==> src/rtl/sd_read_arbiter.sv <==
// sd_read_arbiter: shares the SD-card block-read port between the BGM and SFX
// streaming requesters. Grants whole sectors round-robin, issues the read
// command, steers returned bytes to the owner and aborts a stalled card.
//
// state      | meaning
// -----------+-------------------------------------------------------------
// IDLE       | no owner; waiting for sd_ready_in and a request
// ISSUE      | sd_rd_out asserted; waiting for the card to drop ready
// XFER       | streaming bytes to the owner; gap timer running
// WAIT_READY | sector complete (owner still granted) or abort cleanup;
//            | waiting for the card to raise ready again
// ABORT      | one-cycle timeout pulse; grant already dropped

module sd_read_arbiter #(
  parameter int          BLOCK_BYTES    = 512,
  parameter logic [23:0] TIMEOUT_CYCLES = 24'd1_485_000
) (
  input  logic        clk_in,
  input  logic        reset_in,
  input  logic        bgm_req_in,
  input  logic [31:0] bgm_addr_in,
  input  logic        sfx_req_in,
  input  logic [31:0] sfx_addr_in,
  output logic        bgm_grant_out,
  output logic        sfx_grant_out,
  output logic [7:0]  data_out,
  output logic        bgm_valid_out,
  output logic        sfx_valid_out,
  output logic        bgm_done_out,
  output logic        sfx_done_out,
  output logic        timeout_out,
  output logic        busy_out,
  input  logic        sd_ready_in,
  output logic        sd_rd_out,
  output logic [31:0] sd_addr_out,
  input  logic        sd_byte_available_in,
  input  logic [7:0]  sd_dout_in
);

  typedef enum logic [2:0] {
    ST_IDLE,
    ST_ISSUE,
    ST_XFER,
    ST_WAIT_READY,
    ST_ABORT
  } state_t;

  localparam logic [9:0]  BLOCK_CNT  = 10'(BLOCK_BYTES);
  localparam logic [9:0]  LAST_CNT   = 10'(BLOCK_BYTES - 1);
  localparam logic [23:0] TMO_LAST   = TIMEOUT_CYCLES - 24'd1;

  state_t      state_q, state_d;
  logic        last_sfx_q, last_sfx_d;     // 1: SFX held the port last
  logic        bgm_grant_q, bgm_grant_d;
  logic        sfx_grant_q, sfx_grant_d;
  logic        sd_rd_q, sd_rd_d;
  logic [31:0] sd_addr_q, sd_addr_d;
  logic [7:0]  data_q, data_d;
  logic        bgm_valid_d, sfx_valid_d;
  logic        bgm_done_d, sfx_done_d;
  logic        timeout_d;
  logic        bgm_valid_q, sfx_valid_q;
  logic        bgm_done_q, sfx_done_q;
  logic        timeout_q;
  logic [9:0]  byte_cnt_q, byte_cnt_d;
  logic [23:0] tmo_cnt_q, tmo_cnt_d;

  logic        any_req;
  logic        pick_sfx;
  logic        tmo_expired;
  logic [23:0] tmo_cnt_inc;

  // Round-robin choice: SFX wins alone, or on a tie when BGM went last.
  assign any_req     = bgm_req_in | sfx_req_in;
  assign pick_sfx    = sfx_req_in & (~bgm_req_in | ~last_sfx_q);
  // Expiry is judged on the count before this edge, so the abort edge lands
  // exactly TIMEOUT_CYCLES edges after the counter was last cleared.
  assign tmo_expired = (tmo_cnt_q >= TMO_LAST);
  assign tmo_cnt_inc = (tmo_cnt_q == 24'hFF_FFFF) ? tmo_cnt_q : tmo_cnt_q + 24'd1;

  // Next-state and next-output decode; pulses default low every cycle.
  always_comb begin
    state_d     = state_q;
    last_sfx_d  = last_sfx_q;
    bgm_grant_d = bgm_grant_q;
    sfx_grant_d = sfx_grant_q;
    sd_rd_d     = sd_rd_q;
    sd_addr_d   = sd_addr_q;
    data_d      = data_q;
    bgm_valid_d = 1'b0;
    sfx_valid_d = 1'b0;
    bgm_done_d  = 1'b0;
    sfx_done_d  = 1'b0;
    timeout_d   = 1'b0;
    byte_cnt_d  = byte_cnt_q;
    tmo_cnt_d   = tmo_cnt_q;

    unique case (state_q)
      ST_IDLE: begin
        if (sd_ready_in && any_req) begin
          if (pick_sfx) begin
            sfx_grant_d = 1'b1;
            sd_addr_d   = sfx_addr_in;
            last_sfx_d  = 1'b1;
          end else begin
            bgm_grant_d = 1'b1;
            sd_addr_d   = bgm_addr_in;
            last_sfx_d  = 1'b0;
          end
          sd_rd_d    = 1'b1;
          byte_cnt_d = '0;
          tmo_cnt_d  = '0;
          state_d    = ST_ISSUE;
        end
      end

      ST_ISSUE: begin
        if (!sd_ready_in) begin
          sd_rd_d   = 1'b0;
          tmo_cnt_d = '0;
          state_d   = ST_XFER;
        end else if (tmo_expired) begin
          sd_rd_d     = 1'b0;
          bgm_grant_d = 1'b0;
          sfx_grant_d = 1'b0;
          timeout_d   = 1'b1;
          state_d     = ST_ABORT;
        end else begin
          tmo_cnt_d = tmo_cnt_inc;
        end
      end

      ST_XFER: begin
        // A byte arriving on the expiry cycle still counts as a byte.
        if (sd_byte_available_in) begin
          data_d      = sd_dout_in;
          bgm_valid_d = bgm_grant_q;
          sfx_valid_d = sfx_grant_q;
          tmo_cnt_d   = '0;
          if (byte_cnt_q != BLOCK_CNT) begin
            byte_cnt_d = byte_cnt_q + 10'd1;
          end
          if (byte_cnt_q == LAST_CNT) begin
            bgm_done_d = bgm_grant_q;
            sfx_done_d = sfx_grant_q;
            state_d    = ST_WAIT_READY;
          end
        end else if (tmo_expired) begin
          bgm_grant_d = 1'b0;
          sfx_grant_d = 1'b0;
          timeout_d   = 1'b1;
          state_d     = ST_ABORT;
        end else begin
          tmo_cnt_d = tmo_cnt_inc;
        end
      end

      ST_WAIT_READY: begin
        if (sd_ready_in) begin
          bgm_grant_d = 1'b0;
          sfx_grant_d = 1'b0;
          state_d     = ST_IDLE;
        end
      end

      ST_ABORT: begin
        state_d = ST_WAIT_READY;
      end

      default: begin
        state_d = ST_IDLE;
      end
    endcase
  end

  // State and output registers; reset abandons any transfer without pulses.
  always_ff @(posedge clk_in or posedge reset_in) begin
    if (reset_in) begin
      state_q     <= ST_IDLE;
      last_sfx_q  <= 1'b0;
      bgm_grant_q <= 1'b0;
      sfx_grant_q <= 1'b0;
      sd_rd_q     <= 1'b0;
      sd_addr_q   <= '0;
      data_q      <= '0;
      bgm_valid_q <= 1'b0;
      sfx_valid_q <= 1'b0;
      bgm_done_q  <= 1'b0;
      sfx_done_q  <= 1'b0;
      timeout_q   <= 1'b0;
      byte_cnt_q  <= '0;
      tmo_cnt_q   <= '0;
    end else begin
      state_q     <= state_d;
      last_sfx_q  <= last_sfx_d;
      bgm_grant_q <= bgm_grant_d;
      sfx_grant_q <= sfx_grant_d;
      sd_rd_q     <= sd_rd_d;
      sd_addr_q   <= sd_addr_d;
      data_q      <= data_d;
      bgm_valid_q <= bgm_valid_d;
      sfx_valid_q <= sfx_valid_d;
      bgm_done_q  <= bgm_done_d;
      sfx_done_q  <= sfx_done_d;
      timeout_q   <= timeout_d;
      byte_cnt_q  <= byte_cnt_d;
      tmo_cnt_q   <= tmo_cnt_d;
    end
  end

  assign bgm_grant_out = bgm_grant_q;
  assign sfx_grant_out = sfx_grant_q;
  assign sd_rd_out     = sd_rd_q;
  assign sd_addr_out   = sd_addr_q;
  assign data_out      = data_q;
  assign bgm_valid_out = bgm_valid_q;
  assign sfx_valid_out = sfx_valid_q;
  assign bgm_done_out  = bgm_done_q;
  assign sfx_done_out  = sfx_done_q;
  assign timeout_out   = timeout_q;
  assign busy_out      = (state_q != ST_IDLE);

endmodule

==> config.mk <==
export PLATFORM = sky130hd
export DESIGN_NAME = sd_read_arbiter
export DESIGN_NICKNAME = d
export VERILOG_FILES = /design/src/rtl/sd_read_arbiter.sv
export SDC_FILE = /design/constraint.sdc
export NUM_CORES = 1
export LEC_CHECK = 0
export BUFFER_PORTS_ARGS = -buffer_cell sky130_fd_sc_hd__buf_4
export CORE_ASPECT_RATIO = 0.6
export CORE_MARGIN = 2
export CORE_UTILIZATION = 47
export CTS_CLUSTER_DIAMETER = 30
export DETAILED_ROUTE_END_ITERATION = 7
export PLACE_DENSITY = 0.81
export SLEW_MARGIN = 5
export SYNTH_ARGS = -nofsm -noshare
export SYNTH_HDL_FRONTEND = slang
export SYNTH_SLANG_ARGS = --single-unit
==> constraint.sdc <==
create_clock -name clk_in -period 2.9 [get_ports clk_in]
set_input_delay 0.58 -clock clk_in [delete_from_list [all_inputs] [get_ports clk_in]]
set_output_delay 0.58 -clock clk_in [all_outputs]
set_load 0.02 [all_outputs]
=== Word-level counts from Yosys, hierarchy flattened ===
Cells that the tools add are included.

* Output and inout bits: 49
* Word-level logic and storage cells: 104
* Register bits after elaboration: 86

* Reductions and logical operators: 15
* Multiplexer cells: 50
* Bitwise operators: 5
* $lt $le $gt $ge: 1
* Equal/unequal tests: 17
* Add/subtract/negate cells: 2

{| class="wikitable"
|+ Operator list
! kind !! number
|-
| 2-to-1 mux 24 bit || 5
|-
| one-hot mux 24 bit (3 select lines) || 1
|-
| 2-to-1 mux 32 bit || 1
|-
| 2-to-1 mux 10 bit || 3
|-
| 2-to-1 mux 1 bit || 28
|-
| adder 24 x 1 -> 24 bit (second input constant) || 1
|-
| == test 24 bit (second input constant) || 1
|-
| >= comparator 24 x 21 -> 1 bit (second input constant) || 1
|-
| one-hot mux 10 bit (2 select lines) || 1
|-
| 2-to-1 mux 3 bit || 6
|-
| inequality test 2 bit (second input constant) || 8
|-
| one-hot mux 3 bit (5 select lines) || 1
|-
| AND reduction 6 bit || 2
|-
| adder 10 x 1 -> 10 bit (second input constant) || 1
|-
| == test 10 x 9 -> 1 bit (second input constant) || 1
|-
| inequality test 10 bit (second input constant) || 1
|-
| one-hot mux 1 bit (4 select lines) || 2
|-
| == test 3 x 2 -> 1 bit (second input constant) || 2
|-
| inequality test 3 bit (second input constant) || 2
|-
| AND reduction 2 bit || 3
|-
| AND reduction 3 bit || 2
|-
| nonzero test 3 bit || 2
|-
| one-hot mux 1 bit (2 select lines) || 2
|-
| AND reduction 4 bit || 1
|-
| 9 further kinds || 12
|}

=== Depth between registers and ports, before layout ===
* Word-level depth: 6
* Depth in mapped cells: 8

=== Least setup slack after synthesis ===
Ideal clock, no wire load.

* Path type: input-to-reg
* Start point: input port sd_ready_in
* End point: register tmo_cnt_q[19]
* Stages: 6
* Slack: 0.802 ns
* Buffers on the path: 1
* Required time: 2.822 ns
* Data arrival time: 2.020 ns
* Cells stage by stage: buf_2 o21a_1 o21ai_2 or3_4 or4_1 a21oi_1

* Word-level cells in the longest chain between the ends: 3
* Elaborated cells between the ends (all ways): 5
* Those cells by class: eq/ne: 1; mux: 2; reduce/logical: 2

{| class="wikitable"
|+ Ends and longest elaborated chain
! element !! line !! source
|-
| start, declared || 33 || <nowiki>input logic sd_ready_in,</nowiki>
|-
| logical AND 1 bit || 100 || <nowiki>if (sd_ready_in && any_req) begin</nowiki>
|-
| inequality test 2 bit (no source line) || n/a ||
|-
| AND reduction 2 bit (no source line) || n/a ||
|-
| end signal, assigned || 207 || <nowiki>tmo_cnt_q <= tmo_cnt_d;</nowiki>
|-
| end, declared || 66 || <nowiki>logic [23:0] tmo_cnt_q, tmo_cnt_d;</nowiki>
|}

Several ways; a longest one is shown, not always the timed one.
A chain may end at the register's enable or synchronous reset.

=== Worst setup path after layout ===
* Start point: register tmo_cnt_q[0]
* End point: register tmo_cnt_q[5]

* Word-level cells in the longest chain between the ends: 5
* Elaborated cells between the ends (all ways): 8
* Those cells by class: add/sub: 1; order compare: 1; eq/ne: 1; mux: 5

{| class="wikitable"
|+ Ends and longest elaborated chain
! element !! line !! source
|-
| adder 24 x 1 -> 24 bit / == test 24 bit (equally long branches) || 79 || <nowiki>assign tmo_cnt_inc = (tmo_cnt_q == 24'hFF_FFFF) ? tmo_cnt_q : tmo_cnt_q + 24'd1;</nowiki>
|-
| 2-to-1 mux 24 bit || 79 ||
|-
| 2-to-1 mux 24 bit (*) || 122, 148 ||
|-
| 2-to-1 mux 24 bit (on tied branches) || 135, 118 ||
|-
| one-hot mux 24 bit (3 select lines) (*) || 98 || <nowiki>unique case (state_q)</nowiki>
|}

Mark *: on every way between the ends. The rest lies on a longest branch, timed or not.

==> summary.md <==
| Metric | Value |
|---|---|
| Setup crit end kind | `register` |
| Global Route met3 Usage | `0.0600` |
| Post-CTS resize count | `0` |
| Worst hold margin | `346 ps` |
| Most frequent cell after synthesis | `dfrtp_1` |
| Share of synthesized registers carrying an async set or reset | `1.00` |
| Post-route minimum period | `2440 ps` |
| Synth top area cells | `dfrtp_1 49%, mux2i_1 8.6%, a21oi_1 5.8%` |
| MaxCap Viol Count | `0` |
| Post-Syn Area | `4400 um^2` |
| Crit Path Class | `reg -> reg` |
| Reg-to-Reg Start | `tmo_cnt_q[0]` |
| Diodes inserted | `0` |
| Worst-margin pin slew | `826 ps` |
| Setup TNS | `0 ps` |
| Dominant cell type by area after synthesis | `dfrtp_1` |
| Chip Width | `129 um` |
| Crit Reg-Reg Endpoint | `tmo_cnt_q[5]` |
| Detail Placement HPWL | `8280 um` |
| CTS Sinks | `86` |
| Worst skew pair latency | `340 ps` |
| Die area | `10200 um^2` |
| Area Growth Syn to Fin | `31.7%` |
| # DRC | `0` |
| Vias in the first global route | `3501` |
| Grt total ovfl | `0` |
| R2R setup slack | `460 ps` |
| Status | `completed` |
| Multi-input gate area | `2120 um^2` |
| Post-synth EDFFs | `0` |
| Filler cells | `704` |
| Cts hold-fix bufs | `0` |
| RSZ-0062 raised after global routing | `no` |
| Worst slew margin | `0.450` |
| Inst Count DP | `676` |
| Per-cell routed wire length | `16.4 um` |
| GR peak layer | `met1` |
| Register area | `2150 um^2` |
| First-pass GRT wire length | `17800 um` |
| Arrival @ worst endpoint | `2710 ps` |
| Ys Warns | `0` |
| Post-Syn Nets | `533` |
| Layout cells sized above 1 | `0.292` |
| Final std cells w/o fill | `691` |
| Initial detailed-routing violation count | `295` |
| Die H | `79.0 um` |
| DR vias | `3911` |
| Final Hold Fails | `0` |
| Peak VDD IR | `580 uV` |
| Largest net degree at the start of global routing | `87` |
| Worst r2r path cells | `6` |
| Clock Tree Buf Depth | `2` |
| Period utilization | `0.842` |
| Routability cong. | `0.932` |
| WL final | `11300 um` |
| Top FF cell, synth | `dfrtp_1` |
| Final ANT Viol Nets | `0` |
| Syn_area_per_cell | `9.74 um^2` |
| Place WS | `482 ps` |
| Met2 Use GR | `0.319` |
| Clk slew on worst S/H paths | `60 ps` |
| Final Slew Violations | `0` |
| Routing usage on met1 | `0.329` |
| # H-tree levels | `3` |
| Critical path peak fanout | `13` |
| Post-synth top area share | `0.489` |
| Yosys reg bits | `86` |
| Placed Area | `5480 um^2` |
| Pwr dens | `901 nW/um^2` |
| Row count | `27` |
| Hold crit path type | `in -> async` |
| Final worst slack | `458 ps` |
| TritonCTS Buffers | `9` |
| Nets | `652` |
| Register area share after synthesis | `0.489` |
| TritonCTS clock tree | `yes` |
| Final clock skew | `7.95 ps` |
| Leakage power | `2.62 nW` |
| Commonest cells in the netlist | `86 x dfrtp_1, 54 x nor2_1, 51 x a21oi_1` |
| Effective utilization at floorplan | `0.483` |
| I/O Buffers | `126` |
| Core Region | `9120 um^2` |
| CP Launch Type | `register` |
| Setup violators final | `0` |
| Ports | `127` |
| WP data required | `3170 ps` |
| Via density | `5.66` |
| Yosys cell types | `53` |
| Total Routing Usage GR | `0.223` |
| Fmax | `0.410 GHz` |
| Design Area, Final | `5800 um^2` |
| Root Buffer | `clkbuf_16` |
| Post-CTS Setup Bufs | `0` |
| DRT Pass-1 Iters | `4` |
| Initial antenna violation count | `0` |
| Synthesized instance count | `452` |
## layer usage
metal	vias up	wire length (um)
met1	1874	5230
li1	1884	-
met4	0	147
met5	-	0
met3	12	905
met2	141	5060
## final cells by class
cell class / count / share of cell area
Clock buffer: 10 / 0.0412
Clock inverter: 5 / 0.0142
Inverter: 9 / 0.00604
Multi-Input combinational cell: 331 / 0.367
Sequential cell: 86 / 0.371
Tap cell: 116 / 0.0250
Timing Repair Buffer: 134 / 0.176
## how the worst max path moves through the flow
| stage | start | end | slack [ps] | depth (start not counted) |
|---|---|---|---|---|
| 5_1_grt | tmo_cnt_q[0] | sfx_grant_out | 250 | 6 |
| 4_1_cts | tmo_cnt_q[0] | tmo_cnt_q[5] | 470 | 6 |
| 2_1_floorplan | reset_in | bgm_done_out | 100 | 1 |
| 3_3_place_gp | tmo_cnt_q[0] | tmo_cnt_q[12] | 720 | 6 |
| 6_report | tmo_cnt_q[0] | tmo_cnt_q[5] | 460 | 6 |
| 3_5_place_dp | tmo_cnt_q[0] | tmo_cnt_q[5] | 480 | 6 |
## through the flow
| stage | total power [mW] | utilization |
|---|---|---|
| floorplan | 3.08 | - |
| global placement | 3.91 | 0.600 |
| detailed placement | 4.00 | 0.600 |
| CTS | 5.24 | 0.636 |
| finish | 5.22 | 0.636 |
| global route | 5.50 | 0.636 |
## placed cells by master (no fill, tap or decap), drive strengths merged, types with 11 or more instances in the layout
cell   netlist  final
buf         10    134
dfrtp       86     86
nor2        54     54
a21oi       52     52
mux2i       38     38
nand2       25     25
nand4       17     17
nand3       12     12
and2        12     12
o21ai       11     11
## cells by family (layout without fill, tap and decap cells)
family	count (synthesis)	in the layout	synth area share
and+or+nand+nor	179	179	0.214
AOI/OAI and AO/OA	95	95	0.133
DFF	86	86	0.489
muxes	46	46	0.107
buffers and inverters	35	158	0.0330
xor gates and xnor gates	8	8	0.0159
adders and majority gates	3	3	0.00853
## report_power, final
group / switching (mW) / internal (mW)
registers: 0.245 / 1.55
logic: 1.28 / 0.908
clock network: 0.460 / 0.776
total: 1.99 / 3.23
## critical path, stage by stage (launching register included)
cell and delay, ps:
dfrtp_1 400, ha_1 270, a2111oi_0 540, nor4b_1 180, a21o_1 330, or4_1 510
a21oi_1 150
## state kept, by name, indices dropped and copies added, names as in the netlist
signal and cells:
sfx_done_out 1, tmo_cnt_q 24, sfx_grant_out 1, bgm_valid_out 1
bgm_grant_out 1, sfx_valid_out 1, state_q 3, bgm_done_out 1
timeout_out 1, sd_addr_out 32, last_sfx_q 1, sd_rd_out 1
data_out 8, byte_cnt_q 10
Power figures use the tool's default switching activity.
